<file path="src/rtl/cmult_pkg.sv">
`default_nettype none
// +--------------------------------------------------------------------------+
// | cmult_pkg                                                                |
// | Shared state encoding, default sizing and helpers for cmult_scheduler.   |
// | Rev 1.0                                                                  |
// +--------------------------------------------------------------------------+
package cmult_pkg;

    localparam int c_NREQ    = 4;
    localparam int c_W       = 12;
    localparam int c_MUL_LAT = 14;

    typedef enum logic [1:0] {
        IDLE  = 2'd0,
        ISSUE = 2'd1,
        WAIT  = 2'd2,
        DONE  = 2'd3
    } state_t;

    // Index width that never collapses to zero bits.
    function automatic int id_width(input int n);
        return (n > 1) ? $clog2(n) : 1;
    endfunction

endpackage
`default_nettype wire

</file>
<file path="src/rtl/cmult_scheduler_rr_arbiter.sv">
`default_nettype none
// +--------------------------------------------------------------------------+
// | rr_arbiter                                                               |
// | Combinational round-robin pick: first set request at or after ptr.       |
// | Rev 1.0                                                                  |
// +--------------------------------------------------------------------------+
module rr_arbiter
    import cmult_pkg::*;
#(
    parameter int NREQ = c_NREQ,
    parameter int ID_W = id_width(NREQ)
) (
    input  logic [NREQ-1:0] req,
    input  logic [ID_W-1:0] ptr,
    output logic [NREQ-1:0] grant,
    output logic [ID_W-1:0] grant_idx,
    output logic            any
);

    int w_idx;

    always_comb begin
        w_idx     = 0;
        any       = 1'b0;
        grant_idx = '0;
        for (int off = 0; off < NREQ; off++) begin
            w_idx = int'(ptr) + off;
            if (w_idx >= NREQ) begin
                w_idx = w_idx - NREQ;
            end
            if (!any && req[w_idx]) begin
                any       = 1'b1;
                grant_idx = ID_W'(w_idx);
            end
        end
        grant = any ? (NREQ'(1) << grant_idx) : '0;
    end

endmodule
`default_nettype wire

</file>
<file path="src/rtl/cmult_scheduler.sv">
`default_nettype none
// +--------------------------------------------------------------------------+
// | cmult_scheduler                                                          |
// | Round-robin sequencer sharing one multi-cycle complex multiplier.        |
// | Rev 1.0                                                                  |
// +--------------------------------------------------------------------------+
module cmult_scheduler
    import cmult_pkg::*;
#(
    parameter int NREQ    = c_NREQ,
    parameter int W       = c_W,
    parameter int MUL_LAT = c_MUL_LAT
) (
    input  logic                     clk,
    input  logic                     rst,
    input  logic [NREQ-1:0]          req_valid,
    output logic [NREQ-1:0]          req_ready,
    input  logic [NREQ*W-1:0]        req_a,
    input  logic [NREQ*W-1:0]        req_b,
    input  logic [NREQ*W-1:0]        req_c,
    input  logic [NREQ*W-1:0]        req_d,
    output logic                     resp_valid,
    input  logic                     resp_ready,
    output logic [$clog2(NREQ)-1:0]  resp_id,
    output logic [2*W-1:0]           resp_real,
    output logic [2*W-1:0]           resp_img,
    output logic [W-1:0]             mul_a,
    output logic [W-1:0]             mul_b,
    output logic [W-1:0]             mul_c,
    output logic [W-1:0]             mul_d,
    output logic                     mul_en,
    input  logic [2*W-1:0]           mul_real,
    input  logic [2*W-1:0]           mul_img
);

    localparam int c_ID_W  = id_width(NREQ);
    localparam int c_CNT_W = id_width(MUL_LAT);

    state_t              r_state;
    logic [c_CNT_W-1:0]  r_cnt;
    logic [c_ID_W-1:0]   r_rr_ptr;
    logic [c_ID_W-1:0]   r_id;
    logic [W-1:0]        r_a, r_b, r_c, r_d;
    logic                r_mul_en;
    logic                r_resp_valid;
    logic [2*W-1:0]      r_resp_real, r_resp_img;

    logic [NREQ-1:0]     w_grant;
    logic [c_ID_W-1:0]   w_grant_idx;
    logic                w_any;

    rr_arbiter #(
        .NREQ (NREQ),
        .ID_W (c_ID_W)
    ) u_arb (
        .req       (req_valid),
        .ptr       (r_rr_ptr),
        .grant     (w_grant),
        .grant_idx (w_grant_idx),
        .any       (w_any)
    );

    // Grant is offered only while idle; held low during reset as well.
    assign req_ready  = (r_state == IDLE && !rst) ? w_grant : '0;

    assign resp_valid = r_resp_valid;
    assign resp_id    = r_id;
    assign resp_real  = r_resp_real;
    assign resp_img   = r_resp_img;
    assign mul_a      = r_a;
    assign mul_b      = r_b;
    assign mul_c      = r_c;
    assign mul_d      = r_d;
    assign mul_en     = r_mul_en;

    always_ff @(posedge clk or posedge rst) begin
        if (rst) begin
            r_state      <= IDLE;
            r_cnt        <= '0;
            r_rr_ptr     <= '0;
            r_id         <= '0;
            r_a          <= '0;
            r_b          <= '0;
            r_c          <= '0;
            r_d          <= '0;
            r_mul_en     <= 1'b0;
            r_resp_valid <= 1'b0;
            r_resp_real  <= '0;
            r_resp_img   <= '0;
        end else begin
            case (r_state)
                IDLE: begin
                    if (w_any) begin
                        r_a      <= req_a[int'(w_grant_idx)*W +: W];
                        r_b      <= req_b[int'(w_grant_idx)*W +: W];
                        r_c      <= req_c[int'(w_grant_idx)*W +: W];
                        r_d      <= req_d[int'(w_grant_idx)*W +: W];
                        r_id     <= w_grant_idx;
                        r_mul_en <= 1'b1;
                        r_state  <= ISSUE;
                    end
                end
                ISSUE: begin
                    r_mul_en <= 1'b0;
                    r_cnt    <= c_CNT_W'(MUL_LAT - 1);
                    r_state  <= WAIT;
                end
                WAIT: begin
                    // Operands stay in r_a..r_d, so the multiplier inputs hold until capture.
                    if (r_cnt == '0) begin
                        r_resp_real  <= mul_real;
                        r_resp_img   <= mul_img;
                        r_resp_valid <= 1'b1;
                        r_state      <= DONE;
                    end else begin
                        r_cnt <= r_cnt - 1'b1;
                    end
                end
                DONE: begin
                    if (resp_ready) begin
                        r_resp_valid <= 1'b0;
                        r_rr_ptr     <= (r_id == c_ID_W'(NREQ - 1)) ? '0 : r_id + 1'b1;
                        r_state      <= IDLE;
                    end
                end
                default: r_state <= IDLE;
            endcase
        end
    end

endmodule
`default_nettype wire

</file>
<file path="config.mk">
export PLATFORM = sky130hd
export DESIGN_NAME = cmult_scheduler
export DESIGN_NICKNAME = d
export VERILOG_FILES = /design/src/rtl/cmult_pkg.sv /design/src/rtl/cmult_scheduler_rr_arbiter.sv /design/src/rtl/cmult_scheduler.sv
export SDC_FILE = /design/constraint.sdc
export NUM_CORES = 1
export LEC_CHECK = 0
export BUFFER_PORTS_ARGS = -buffer_cell sky130_fd_sc_hd__clkbuf_2
export CORE_AREA = 2 2 135 137
export DETAILED_ROUTE_END_ITERATION = 16
export DIE_AREA = 0 0 137 139
export PLACE_DENSITY_LB_ADDON = 0.3
export RECOVER_POWER = 50
export SYNTH_ARGS = -nofsm -noshare
export SYNTH_HDL_FRONTEND = slang
export SYNTH_SLANG_ARGS = --single-unit
</file>
<file path="constraint.sdc">
create_clock -name clk -period 4.6 [get_ports clk]
set_input_delay 0.69 -clock clk [delete_from_list [all_inputs] [get_ports clk]]
set_output_delay 0.69 -clock clk [all_outputs]
set_load 0.02 [all_outputs]
</file>
# Word-level counts from Yosys, hierarchy flattened
# Index checks and enable logic that the tools add are counted.
word_totals:
  regBits: 108
  word_cells: 101
  input_bits: 247
  out_inout_bits: 104
op_classes:
  eq_ne: 8
  shift: 5
  n_addsub: 9
  muxes: 38
  order_cmp: 8
  multipliers: 1
  n_reduce_logical: 20
op_table:
  columns: ["cell", "n"]
  rows:
  - ["indexed part select 48 x 32 -> 12 bit", 3]
  - ["less-than comparator 32 x 4 -> 1 bit, second input constant", 4]
  - ["two-way mux 32 bit", 4]
  - ["greater-or-equal comparator 32 x 4 -> 1 bit, second input constant", 3]
  - ["subtractor 32 x 4 -> 32 bit, second input constant", 3]
  - ["indexed part select 48 x 7 -> 12 bit", 1]
  - ["two-way mux 2 bit", 8]
  - ["two-way mux 1 bit", 15]
  - ["two-way mux 4 bit", 3]
  - ["AND reduction 2 bit", 5]
  - ["binary-select mux 1 bit (select 2 bit)", 4]
  - ["case mux 2 bit (4 select lines)", 1]
  - ["case mux 4 bit (2 select lines)", 1]
  - ["adder 2 x 2 -> 3 bit, second input constant", 2]
  - ["== test 2 bit, second input constant", 3]
  - ["inequality test 2 bit, second input constant", 3]
  - ["AND reduction 3 bit", 2]
  - ["nonzero test 2 bit", 3]
  - ["logical AND 1 bit", 4]
  - ["zero test 1 bit", 4]
  - ["zero test 4 bit", 1]
  - ["multiplier 2 x 2 -> 4 bit, second input constant", 1]
  - ["case mux 1 bit (2 select lines)", 2]
  - ["left shift 1 x 2 -> 4 bit, first input constant", 1]
  - ["8 further kinds", 8]

# Depth between registers and ports, before layout
logic_depth:
  ltp_word: 18
  ltp_mapped: 8
  mapped_depth_nobuf: 6

# Hierarchy
# Synthesis repeated with hierarchy kept, for this count alone.
unflattened:
  cells_unflattened: 474
  area_unflattened_um2: 5662.9
modules_own_cells:
  columns: ["mod", "area_per_inst_um2", "seq_area_each_um2", "cells_each", "instances"]
  rows:
  - ["cmult_scheduler", 5480.3, 2702.6, 442, 1]
  - ["rr_arbiter", 182.7, 0.0, 32, 1]

# Worst setup path before layout
# No wires, ideal clock.
synth_timing:
  kind: "input to output"
  startpoint: "in rst"
  endpoint: "out req_ready[0]"
  slack_ps: 415
  required_ps: 3910
  arrival_ps: 3495
  n_path_buf: 0
  cell_stages: 2
  path_cell_list: "inv_1 and3_1"
synth_between:
  elab_chain_cells: 3
synth_lines:
  columns: ["item", "line", "rtl"]
  rows:
  - ["start, declared", "cmult_scheduler.sv:15", "input logic rst,"]
  - ["zero test 1 bit (no line)", null, null]
  - ["logical AND 1 bit", "cmult_scheduler.sv:64", "assign req_ready = (r_state == IDLE && !rst) ? w_grant : '0;"]
  - ["two-way mux 4 bit", "cmult_scheduler.sv:64", null]
  - ["end, declared", "cmult_scheduler.sv:17", "output logic [NREQ-1:0] req_ready,"]
# No other way between the ends.

# Final worst setup path
layout_timing:
  startpoint: "in req_valid[2]"
  endpoint: "out req_ready[0]"
layout_between:
  elab_chain_cells: 16
  elab_cells_between_ends: 29
  cone_classes: "shift: 1; mux: 22; reduce/logical: 6"
layout_lines:
  columns: ["item", "line", "rtl"]
  rows:
  - ["start, declared", "cmult_scheduler.sv:16", "input logic [NREQ-1:0] req_valid,"]
  - ["binary-select mux 1 bit (select 2 bit)", "cmult_scheduler_rr_arbiter.sv:31", "if (!any && req[w_idx]) begin"]
  - ["two-way mux 1 bit (implied by the code) (2 in series)", "cmult_scheduler_rr_arbiter.sv:31", null]
  - ["two-way mux 1 bit", "cmult_scheduler_rr_arbiter.sv:31", null]
  - ["zero test 1 bit", "cmult_scheduler_rr_arbiter.sv:31", null]
  - ["logical AND 1 bit", "cmult_scheduler_rr_arbiter.sv:31", null]
  - ["two-way mux 1 bit", "cmult_scheduler_rr_arbiter.sv:31", null]
  - ["zero test 1 bit", "cmult_scheduler_rr_arbiter.sv:31", null]
  - ["logical AND 1 bit", "cmult_scheduler_rr_arbiter.sv:31", null]
  - ["two-way mux 1 bit", "cmult_scheduler_rr_arbiter.sv:31", null]
  - ["zero test 1 bit", "cmult_scheduler_rr_arbiter.sv:31", null]
  - ["logical AND 1 bit", "cmult_scheduler_rr_arbiter.sv:31", null]
  - ["two-way mux 2 bit", "cmult_scheduler_rr_arbiter.sv:31", null]
  - ["left shift 1 x 2 -> 4 bit", "cmult_scheduler_rr_arbiter.sv:36", "grant = any ? (NREQ'(1) << grant_idx) : '0;"]
  - ["two-way mux 4 bit *", "cmult_scheduler_rr_arbiter.sv:36", null]
  - ["two-way mux 4 bit *", "cmult_scheduler.sv:64", null]
# Every way passes the cells marked *; elsewhere a longest branch is shown, timed or not. The select of a mux whose other input is x is not followed.

==> impl_metrics.py <==
metrics = {
    "setup_path": {
        "critPathBufInv": 2,
        "crit_path_cell_trace": "clkbuf_2 -> o21ai_0 -> a211o_2 -> and3_1 -> clkbuf_2",
        "cp-end-kind": "primary output",
        "worst_path_dominant_cell_family": "compound AO/OA/AOI/OAI gates",
        "path_class": "in -> out",
        "critPathRequiredTime_ps": 3910,
        "max_stage_delay_ps": 830,
        "startpoint_type": "primary input",
        "cpMostUsedCell": "clkbuf_2",
        "slowest_stage": "a211o_2",
        "cp_max_fo": 49,
        "cp.arrival_ps": 2480,
    },
    "clocking": {
        "numCtsBuffers": 9,
        "clk_latency_ps": 360,
        "htree_levels": 3,
        "cts-root-buf": "clkbuf_16",
        "cts.clk_slew.worst_paths_ps": 90,
        "post_cts_buffers": 0,
        "cts_tree": "done",
        "clockBufferDepth": 2,
        "hold_buffers": 0,
        "cts_resized": 0,
        "cts_sinks": 108,
    },
    "routing": {
        "drt_iter0_drc": 214,
        "num_vias": 5957,
        "met3_length_um": 1870,
        "antenna_left": 0,
        "firstDrtPassIters": 4,
        "m1WireLength_um": 8210,
        "viasPerCell": 5.30,
        "drcViolationCount": 0,
        "wl_met2_um": 10500,
        "wl_um": 21000,
        "wl_per_cell_um": 18.7,
        "top_layer_used": "met4",
    },
    "sta": {
        "holdWs_ps": 396,
        "slew_headroom_pct": -17.1,
        "timing.setup.tns_ps": 0,
        "tightest_slew_ps": 1760,
        "rsz0062_at_grt": "false",
        "hold_viol": 0,
        "layout_min_cycle_time_ps": 3170,
        "period_share_pct": 68.9,
        "fin_skew_ps": 10.5,
        "max_freq_ghz": 0.315,
        "setup_viol": 0,
        "slew_violations": 71,
    },
    "power": {
        "vdd_drop_max_mv": 0.356,
        "power.leakage_nw": 3.79,
        "total_power_w": 0.00498,
        "power.density_nw_per_um2": 629,
    },
    "placed_design": {
        "port_buffers": 350,
        "gp_congestion": 0.803,
        "hpwlAfterDp_um": 14800,
    },
    "global_route": {
        "grt_max_degree": 71,
        "grt_pass1_wl_um": 31300,
        "grt_pass1_vias": 5969,
        "track_usage_pct": 21.3,
        "antenna_found_initial": 1,
        "overflow": 0,
    },
    "floorplan": {
        "core-area_um2": 17700,
        "die_w_um": 137,
        "die-area_um2": 19000,
        "die_height_um": 139,
        "num_rows": 49,
        "start_util_pct": 33.0,
        "pin_count": 351,
    },
    "synth": {
        "yosys.area.top_type": "dfrtp_1",
        "ys_seq_area_share_pct": 46.4,
        "ys_top_cells_by_area": "dfrtp_1, mux2_2, a22oi_1, o211ai_1, a31oi_1",
        "synth_edf_count": 0,
        "syn_nets": 837,
        "netlist_area_um2": 5820,
        "synth_top_cell_area_share_pct": 46.4,
        "ys_ff_latch": 108,
        "synth_most_common_cell": "dfrtp_1",
        "synth_cell_type_count": 38,
        "async_flop_share_pct": 100,
        "synth-warning-count": 0,
        "postSynthAreaPerCell_um2": 10.0,
        "synth_ff_type": "dfrtp_1",
        "synthTopCellsByCount": "dfrtp_1, nor2_1, a31oi_1, mux2_2",
        "syn-instance-count": 582,
    },
    "worst_hold_path": {
        "hold_class": "in -> async",
    },
    "flow_run": {
        "cap_violations": 1,
    },
    "layout": {
        "fillers": 1805,
        "syn_to_final_growth_pct": 35.9,
        "drive_gt1_share_pct": 37.5,
        "finalNetCount": 1145,
    },
    "status": {
        "status": "complete, but fails checks",
        "violations": "capacitance limit, slew limit",
    },
}
[metrics by stage]
stage / cell area, um2 / cells / setup slack (ps) / utilization, %
after detailed placement: 7710 / 1108 / 1410 / 43.7
final: 7920 / 1125 / 1430 / 44.8
after floorplan: 5820 / 582 / 415 / -
after global placement: 7710 / 1108 / 1420 / 43.7
after CTS: 8040 / 1124 / 1420 / 45.5
after global routing: 7920 / 1125 / 1230 / 44.8
[final cells by class]
class | count | area, um2 | area share [%]
Tap cell | 229 | 287 | 3.62
Clock buffer | 9 | 225 | 2.84
Inverter | 12 | 47.5 | 0.601
Clock inverter | 7 | 103 | 1.30
Sequential cell | 108 | 2700 | 34.1
Multi-Input combinational cell | 398 | 2830 | 35.8
Timing Repair Buffer | 361 | 1720 | 21.7
Antenna cell | 1 | 2.50 | 0.0316
[power by group]
part,switching (W),internal [W],total (W)
clock,0.000411,0.000445,0.000856
sequential,0.000259,0.00137,0.00163
combinational,0.00166,0.000839,0.00250
total,0.00233,0.00265,0.00498
[registers in the layout, indices dropped and copies added, names as in the netlist]
name and cells:
resp_img 24, resp_real 24, mul_a 12, mul_b 12
mul_c 12, mul_d 12, r_cnt 4, r_rr_ptr 2
r_state 2, resp_id 2, mul_en 1, resp_valid 1
[layout by cell type, fill, tap and decap left out, types with 3 or more instances in the layout]
cell / count
o211ai_1: 48
clkbuf_16: 9
o2bb2ai_1: 3
inv_1: 11
o21ai_0: 10
ha_1: 8
o31ai_1: 3
a21oi_1: 40
clkbuf_2: 250
a22oi_1: 48
a31oi_1: 50
nand2_1: 9
buf_4: 9
dfrtp_1: 108
and3_1: 38
clkbuf_1: 101
mux2_2: 49
a41oi_1: 12
nor3_1: 4
nor2_1: 52
[worst paths after layout]
path	cells past startpoint	end	startpoint	slack [ps]
min reg2reg	1	mul_en	mul_en	500
max reg2reg	5	resp_real[3]	r_state[0]	1860
max	5	req_ready[0]	req_valid[2]	1430
max in group asynchronous	3	mul_b[2]	rst	2110
min	2	mul_d[9]	rst	400
min in group clk	1	mul_en	mul_en	500
[layer usage]
metal	global-route usage [%]	vias to the layer above
met3	4.82	30
met4	8.36	0
li1	-	2833
met2	37.4	291
met1	24.8	2803
met5	0	-
[logic make-up (layout without fill, tap and decap cells)]
family                   after synthesis  in the layout  synth area share, %
buffers and inverters                 76            389                 6.23
XOR/XNOR                               1              1                0.150
flip-flops                           108            108                 46.4
other                                  0              1                    0
AND/OR/NAND/NOR                      115            115                 9.80
multiplexers                          49             49                 9.47
adder cells (fa/ha/maj)                8              8                 1.72
AO/OA/AOI/OAI                        225            225                 26.2
Note: power is estimated with default switching activity, not from simulation.
